==> src/rtl/mem_access_seq.sv <==
// Breaks one aligned big-endian 1/2/4/8-byte load or store into byte accesses
// on a byte-wide memory with one-cycle registered read data.
//   state | meaning
//   IDLE  | ready for a request
//   WR    | writing byte k of a store
//   RD_A  | presenting read address for byte k
//   RD_D  | read data for byte k valid, shift into accumulator
//   RSP   | one-cycle response pulse
module mem_access_seq #(
    parameter int ADDR_W = 15
) (
    input  logic              clk_i,
    input  logic              rst_i,
    input  logic              req_valid_i,
    output logic              req_ready_o,
    input  logic              req_write_i,
    input  logic [1:0]        req_size_i,
    input  logic              req_signed_i,
    input  logic [ADDR_W-1:0] req_addr_i,
    input  logic [63:0]       req_wdata_i,
    output logic              rsp_valid_o,
    output logic              rsp_err_o,
    output logic [63:0]       rsp_rdata_o,
    output logic [ADDR_W-1:0] mem_addr_o,
    output logic              mem_write_o,
    output logic [7:0]        mem_data_in_o,
    input  logic [7:0]        mem_data_out_i
);

    typedef enum logic [2:0] {IDLE, WR, RD_A, RD_D, RSP} state_t;

    state_t              state_q, state_d;
    logic                write_q, write_d;
    logic [1:0]          size_q, size_d;
    logic                signed_q, signed_d;
    logic                err_q, err_d;
    logic [ADDR_W-1:0]   addr_q, addr_d;
    logic [63:0]         wdata_q, wdata_d;
    logic [2:0]          k_q, k_d;
    logic [63:0]         acc_q, acc_d;
    logic [63:0]         rdata_q, rdata_d;
    logic [ADDR_W-1:0]   mem_addr_q, mem_addr_d;
    logic                mem_write_q, mem_write_d;
    logic [7:0]          mem_data_q, mem_data_d;
    logic [2:0]          last_req;
    logic [2:0]          last_cur;
    logic [63:0]         acc_next;

    function automatic logic [2:0] last_of(input logic [1:0] sz);
        logic [2:0] r;
        case (sz)
            2'd0:    r = 3'd0;
            2'd1:    r = 3'd1;
            2'd2:    r = 3'd3;
            default: r = 3'd7;
        endcase
        return r;
    endfunction

    function automatic logic [7:0] byte_sel(input logic [63:0] wd, input logic [2:0] last,
                                            input logic [2:0] k);
        logic [2:0] idx;
        idx = last - k;
        return wd[{idx, 3'b000} +: 8];
    endfunction

    function automatic logic [63:0] extend(input logic [63:0] v, input logic [1:0] sz,
                                           input logic sg);
        logic [63:0] r;
        case (sz)
            2'd0:    r = {{56{sg & v[7]}},  v[7:0]};
            2'd1:    r = {{48{sg & v[15]}}, v[15:0]};
            2'd2:    r = {{32{sg & v[31]}}, v[31:0]};
            default: r = v;
        endcase
        return r;
    endfunction

    assign last_req = last_of(req_size_i);
    assign last_cur = last_of(size_q);
    assign acc_next = {acc_q[55:0], mem_data_out_i};

    always_comb begin
        state_d     = state_q;
        write_d     = write_q;
        size_d      = size_q;
        signed_d    = signed_q;
        err_d       = err_q;
        addr_d      = addr_q;
        wdata_d     = wdata_q;
        k_d         = k_q;
        acc_d       = acc_q;
        rdata_d     = rdata_q;
        mem_addr_d  = mem_addr_q;
        mem_write_d = 1'b0;
        mem_data_d  = mem_data_q;

        case (state_q)
            IDLE: begin
                if (req_valid_i) begin
                    write_d  = req_write_i;
                    size_d   = req_size_i;
                    signed_d = req_signed_i;
                    addr_d   = req_addr_i;
                    wdata_d  = req_wdata_i;
                    k_d      = 3'd0;
                    acc_d    = 64'd0;
                    if ((req_addr_i[2:0] & last_req) != 3'd0) begin
                        err_d   = 1'b1;
                        state_d = RSP;
                    end else if (req_write_i) begin
                        err_d       = 1'b0;
                        state_d     = WR;
                        mem_addr_d  = req_addr_i;
                        mem_write_d = 1'b1;
                        mem_data_d  = byte_sel(req_wdata_i, last_req, 3'd0);
                    end else begin
                        err_d      = 1'b0;
                        state_d    = RD_A;
                        mem_addr_d = req_addr_i;
                    end
                end
            end
            WR: begin
                if (k_q == last_cur) begin
                    state_d = RSP;
                end else begin
                    k_d         = k_q + 3'd1;
                    mem_addr_d  = addr_q + ADDR_W'(k_d);
                    mem_write_d = 1'b1;
                    mem_data_d  = byte_sel(wdata_q, last_cur, k_d);
                end
            end
            RD_A: begin
                state_d = RD_D;
            end
            RD_D: begin
                acc_d = acc_next;
                if (k_q == last_cur) begin
                    // Result is published on entry to RSP so it is valid alongside rsp_valid.
                    rdata_d = extend(acc_next, size_q, signed_q);
                    state_d = RSP;
                end else begin
                    k_d        = k_q + 3'd1;
                    mem_addr_d = addr_q + ADDR_W'(k_d);
                    state_d    = RD_A;
                end
            end
            RSP: begin
                state_d = IDLE;
            end
            default: begin
                state_d = IDLE;
            end
        endcase
    end

    always_ff @(posedge clk_i) begin
        if (rst_i) begin
            state_q     <= IDLE;
            write_q     <= 1'b0;
            size_q      <= 2'd0;
            signed_q    <= 1'b0;
            err_q       <= 1'b0;
            addr_q      <= '0;
            wdata_q     <= 64'd0;
            k_q         <= 3'd0;
            acc_q       <= 64'd0;
            rdata_q     <= 64'd0;
            mem_addr_q  <= '0;
            mem_write_q <= 1'b0;
            mem_data_q  <= 8'd0;
        end else begin
            state_q     <= state_d;
            write_q     <= write_d;
            size_q      <= size_d;
            signed_q    <= signed_d;
            err_q       <= err_d;
            addr_q      <= addr_d;
            wdata_q     <= wdata_d;
            k_q         <= k_d;
            acc_q       <= acc_d;
            rdata_q     <= rdata_d;
            mem_addr_q  <= mem_addr_d;
            mem_write_q <= mem_write_d;
            mem_data_q  <= mem_data_d;
        end
    end

    assign req_ready_o   = (state_q == IDLE);
    assign rsp_valid_o   = (state_q == RSP);
    assign rsp_err_o     = (state_q == RSP) && err_q;
    assign rsp_rdata_o   = rdata_q;
    assign mem_addr_o    = mem_addr_q;
    assign mem_write_o   = mem_write_q;
    assign mem_data_in_o = mem_data_q;

endmodule
==> config.mk <==
export PLATFORM = sky130hd
export DESIGN_NAME = mem_access_seq
export DESIGN_NICKNAME = d
export VERILOG_FILES = /design/src/rtl/mem_access_seq.sv
export SDC_FILE = /design/constraint.sdc
export NUM_CORES = 1
export LEC_CHECK = 0
export CORE_ASPECT_RATIO = 0.6
export CORE_MARGIN = 5
export CORE_UTILIZATION = 30
export DETAILED_ROUTE_END_ITERATION = 16
export PLACE_DENSITY_LB_ADDON = 0.08
export SYNTH_ARGS = -nofsm -noshare
export SYNTH_HDL_FRONTEND = slang
export SYNTH_SLANG_ARGS = --single-unit
==> constraint.sdc <==
create_clock -name clk_i -period 3.58 [get_ports clk_i]
set_input_delay 0.537 -clock clk_i [delete_from_list [all_inputs] [get_ports clk_i]]
set_output_delay 0.537 -clock clk_i [all_outputs]
set_load 0.05 [all_outputs]
== Word-level counts from Yosys, hierarchy flattened ==
Cells that the tools add are included.

* Equality and inequality tests: 15
* Reductions and logical operators: 16
* Multiplexer cells: 29
* $mul: 0
* Add/subtract/negate cells: 3
* Div/mod/pow operators: 0
* Shift-type cells: 2
* Magnitude comparators: 0
* Bitwise logic cells: 4

{| class="wikitable"
|+ Operators with widths
! operator !! number
|-
| $pmux 64 s3 || 1
|-
| $shiftx 64x7->8 || 2
|-
| $pmux 56 s2 || 1
|-
| $mux 56 || 1
|-
| $mux 15 || 3
|-
| $mux 8 || 4
|-
| $pmux 15 s2 || 1
|-
| $mux 3 || 6
|-
| $pmux 3 s3 || 2
|-
| $pmux 8 s2 || 1
|-
| $add 15x3->15 || 1
|-
| $pmux 3 s4 || 1
|-
| $ne 2x2->1 const B || 5
|-
| $reduce_and 2->1 || 4
|-
| $eq 3x2->1 const B || 2
|-
| $pmux 3 s2 || 1
|-
| $reduce_bool 2->1 || 3
|-
| $mux 1 || 5
|-
| $reduce_and 5->1 || 1
|-
| $eq 2x1->1 const B || 2
|-
| $eq 2x2->1 const B || 2
|-
| $logic_not 2->1 || 2
|-
| $reduce_and 4->1 || 1
|-
| $add 3x1->3 const B || 1
|-
| other kinds (14) || 16
|}

* Input bits: 94
* ROM bits: 0
* Flip-flop bits (word level): 233
* Memory bits (writable): 0
* Word-level logic and storage cells: 81
* Output and inout port bits: 91
* Memories kept: 0
* Bits in latches: 0

== Logic depth before layout (Yosys ltp) ==
* Depth after elaboration: 7
* Gate-level depth with buffers: 13
* Mapped depth without buffers: 9

== Worst setup path before layout ==
OpenSTA, ideal clock, no wires.

* Kind: register to register
* From: register size_q[1]
* To: register mem_data_q[3], in the netlist mem_data_in_o[3]
* Slack: 0.346 ns
* Stages on the path, launching flop included: 14
* Path buffers: 4
* Library setup time: 0.117 ns
* Data required time: 3.463 ns
* Data arrival time: 3.117 ns
* Cell sequence: dfxtp_1 > clkbuf_1 > or2_2 > clkbuf_1 > inv_1 > ha_1 > inv_1 > fa_1 > buf_2 > buf_2 > mux4_2 > mux2i_1 > a21oi_1 > a22o_1

* Longest elaborated chain between the ends: 6

{| class="wikitable"
|+ RTL lines
! item !! RTL line !! RTL
|-
| start, declared || 34 || <nowiki>logic [1:0] size_q, size_d;</nowiki>
|-
| start signal, assigned || 176 || <nowiki>size_q <= size_d;</nowiki>
|-
| $eq 2x2->1, or another cell as far along || 51 || <nowiki>case (sz)</nowiki>
|-
| $pmux 3 s3 (*) || 51 ||
|-
| $sub 3x3->3 || 63 || <nowiki>idx = last - k;</nowiki>
|-
| $shiftx 64x7->8 || 64 || <nowiki>return wd[{idx, 3'b000} +: 8];</nowiki>
|-
| $mux 8 || 125 || <nowiki>if (k_q == last_cur) begin</nowiki>
|-
| $pmux 8 s2 || 98 || <nowiki>case (state_q)</nowiki>
|-
| end signal, assigned || 186 || <nowiki>mem_data_q <= mem_data_d;</nowiki>
|-
| end, declared || 44 || <nowiki>logic [7:0] mem_data_q, mem_data_d;</nowiki>
|}

Every way passes the cells marked *; elsewhere a longest branch is shown, timed or not. The select of a mux whose other input is x is not followed.
A chain may end at the register's enable or synchronous reset.

== Worst setup path in the final report ==
* From: register size_q[0]
* To: register rdata_q[48], in the netlist rsp_rdata_o[48]

* Longest elaborated chain between the ends: 4

{| class="wikitable"
|+ RTL lines
! item !! RTL line !! RTL
|-
| $eq 2x2->1, or another cell as far along || 51, 70 ||
|-
| $pmux 3 s3 || 51 ||
|-
| $eq 3x3->1 || 139 || <nowiki>if (k_q == last_cur) begin</nowiki>
|-
| $reduce_and 2->1 (no source line) || -- ||
|-
| end signal, assigned || 183 || <nowiki>rdata_q <= rdata_d;</nowiki>
|-
| end, declared || 41 || <nowiki>logic [63:0] rdata_q, rdata_d;</nowiki>
|}

Parallel ways exist; a longest one is shown, timed or not.

==> impl_metrics.toml <==
[status]
status = "complete, no violations"

[yosys]
ys_types = 62
ys_seq_area_share_pct = 47.23
yosysWarnings = 0
postSynthCellCount = 1169
postSynthAreaPerCell_sq_um = 8.448
synth-async-reset-ratio_pct = 0
synth_fp_nets = 1270
synthesis.area_sq_mm = 0.009876
synth_ff_type = "dfxtp_1"
synth_seq_cells = 233
synth-edff-count = 0

[floorplan]
die-area_sq_mm = 0.03677
die_h_microns = 150.5
num_rows = 51
die_w_microns = 244.2
start_util_pct = 30.41
io_pins = 185
core-area_sq_mm = 0.03248

[sta]
finalSetupViolCount = 0
worstMarginPinSlew_ns = 0.7310
finalWorstPathRequiredPeriod_ns = 3.037
fin_skew_ns = 0.009476
min_period_over_period_pct = 84.84
setup_tns_ns = 0
fmax_mhz = 329.3
rsz0062_at_grt = "no"
maxSlewViolCount = 0
max_slew_margin_pct = 51.27
hold_ws_ns = 0.4531
hold_viol = 0

[power]
p_int_mw = 4.930
peakVddDrop_uv = 294.3
comb_power_share_pct = 17.0
p_switching_mw = 1.945
seqPwrFrac_pct = 41.4
p_leak_nw = 4.295
powerDensity_mw_per_mm2 = 533.0
p_total_mw = 6.874
pwr-share-clk_pct = 41.6
switching_share_pct = 28.29

[setup_path]
crit_family = "compound AO/OA/AOI/OAI gates"
crit_required_ns = 3.97
crit_buf_inv = 2
cp-start-kind = "flip-flop"
cp_max_fo = 32
cpPeakStageDelay_ns = 0.48
critical-path-slowest-cell = "o31a_4"
crit_arrival_ns = 3.43
critPathKind = "flip-flop to flip-flop"
cp-end-kind = "flip-flop"
cp_cell_sequence = "or2_2, inv_1, ha_1, or4_4, o21ai_2, o311a_1, buf_4, o31a_4, a211oi_1"

[placement]
dpl.hpwl_microns = 23880
place.gp.congestion = 0.8468
portBuffers = 184
post_dp_cell_area_sq_mm = 0.01201

[grt]
grt_max_degree = 142
first_global_vias = 8285
grt-ovfl-total = 0
grt_usage_pct = 18.12
antenna_found_initial = 0
grt_pass1_wl_microns = 52260

[finish]
diodes = 0
drive_gt1_share_pct = 8.795
final_cell_area_sq_mm = 0.01290
final_nets = 1402
area_growth_syn_to_layout_pct = 30.61

[drt]
totalWireLength_microns = 34750
ant_nets = 0
num_vias = 8833
wl_per_cell_microns = 19.94
drt_iter0_markers = 582
drc = 0
first_pass_iters = 5
via_per_inst = 5.068

[clock_tree]
cts_resized = 0
cts_tree = "yes"
cts.sinks = 233
cts_setup_buffers = 0
cts.path.max_buffers = 3
cts.clk_slew.worst_paths_ns = 0.07
htree_levels = 1
clockRootBuffer = "clkbuf_16"
clkLatencyLatePin_ns = 0.53
hold_buffers = 0
cts_buffers = 24

[hold_path]
hold_path.class = "flip-flop to flip-flop"

[run]
maxCapViolations = 0
-- final timing paths --
check	from	to	slack (ns)	depth (start not counted)
worst max-delay path	size_q[0]	rsp_rdata_o[48]	0.54	9
worst min-delay path	wdata_q[1]	wdata_q[1]	0.45	2
worst max register to register	size_q[0]	rsp_rdata_o[48]	0.54	9
worst min register to register	wdata_q[1]	wdata_q[1]	0.45	2
-- cell families (layout without fill, tap and decap cells) --
kind of cell / after synthesis / after routing / synth area share [%]
muxes: 34 / 34 / 6.487
buffers and inverters: 108 / 258 / 5.017
adders and majority gates: 7 / 7 / 1.039
and+or+nand+nor: 496 / 496 / 21.02
xor gates and xnor gates: 11 / 11 / 1.128
AOI/OAI and AO/OA: 280 / 280 / 18.08
DFF: 233 / 233 / 47.23
-- through the flow --
stage | utilization (%) | worst slack (ns) | std cells
after floorplan | - | 0.3460 | 1169
after global placement | 36.97 | 0.6074 | 1699
after detailed placement | 36.97 | 0.5819 | 1699
after CTS | 39.71 | 0.5661 | 1743
after global routing | 39.71 | 0.3963 | 1743
final | 39.71 | 0.5428 | 1743
-- routing by layer --
layer	track usage [%]	vias to the layer above	part of all wire, %
li1	-	4283	-
met1	28.37	4274	51
met2	24.50	247	40
met3	5.837	29	8.0
met4	2.311	0	1.0
met5	0	-	0
-- final cells by class --
cell class	count	area [sq um]
repair buffers	205	2051
multi-input cells	828	4728
flip-flops and latches	233	4664
fillers	3303	19580
clock buffers	29	660.6
clock inverters	15	230.2
well taps	424	530.5
inverters	9	33.78
-- registers in the layout (all words and copies together) (netlist names), 2 cells and up --
| signal | flops |
|---|---|
| rsp_rdata_o | 64 |
| wdata_q | 64 |
| acc_q | 56 |
| addr_q | 15 |
| mem_addr_o | 15 |
| mem_data_in_o | 8 |
| k_q | 3 |
| state_q | 3 |
| size_q | 2 |
-- worst register-to-register path, stage by stage (launching register included) --
cell and delay [ns]:
dfxtp_1 0.38, or2_2 0.40, inv_1 0.12, ha_1 0.26
or4_4 0.44, o21ai_2 0.18, o311a_1 0.23, buf_4 0.23
o31a_4 0.49, a211oi_1 0.18
-- cell usage after synthesis, types with 4 or more instances --
cell type  number  area, sq um
buf_1           6        22.52
nand3b_1        5        37.54
a22o_1          8        70.07
and2_1          5        31.28
dfxtp_1       233         4664
and3_1          4        25.02
a211o_1         5        43.79
ha_1            5        62.56
nor2_1         85        319.1
a21oi_1       169        845.8
nand3_1        62        310.3
o21ai_0         7        35.03
mux4_2         24        540.5
xor2_1          9        78.83
a211oi_2       10        125.1
o211ai_1        8        60.06
clkbuf_1       62        232.7
a211oi_1       49        367.9
mux2i_1        10        100.1
buf_2          22        110.1
inv_1           9        33.78
nand2_1       311         1167
-- power groups by stage --
stage | sequential [mW] | combinational (mW) | clock [mW]
floorplan | 2.96 | 0.680 | 0
global placement | 2.90 | 1.16 | 0
detailed placement | 2.90 | 1.18 | 0
CTS | 2.84 | 1.18 | 2.94
global route | 2.86 | 1.26 | 3.05
finish | 2.85 | 1.17 | 2.86
-- cells in the final DEF (no fill, tap or decap), drive strengths merged, types with 3 or more instances in the layout --
| master | count |
|---|---|
| nand2 | 312 |
| dfxtp | 233 |
| clkdlybuf4s50 | 183 |
| a21oi | 170 |
| nor2 | 87 |
| nand3 | 62 |
| a211oi | 59 |
| clkbuf | 29 |
| mux4 | 24 |
| buf | 22 |
| mux2i | 10 |
| inv | 9 |
| xor2 | 9 |
| o211ai | 8 |
| a22o | 8 |
| o21ai | 8 |
| clkinv | 7 |
| bufinv | 6 |
| nand3b | 5 |
| a211o | 5 |
| ha | 5 |
| and2 | 5 |
| and3 | 4 |
| nor2b | 4 |
| o2111ai | 3 |
| or3 | 3 |
| nand4b | 3 |
| o22ai | 3 |
| nor3 | 3 |
Note: power is estimated with default switching activity, not from simulation.
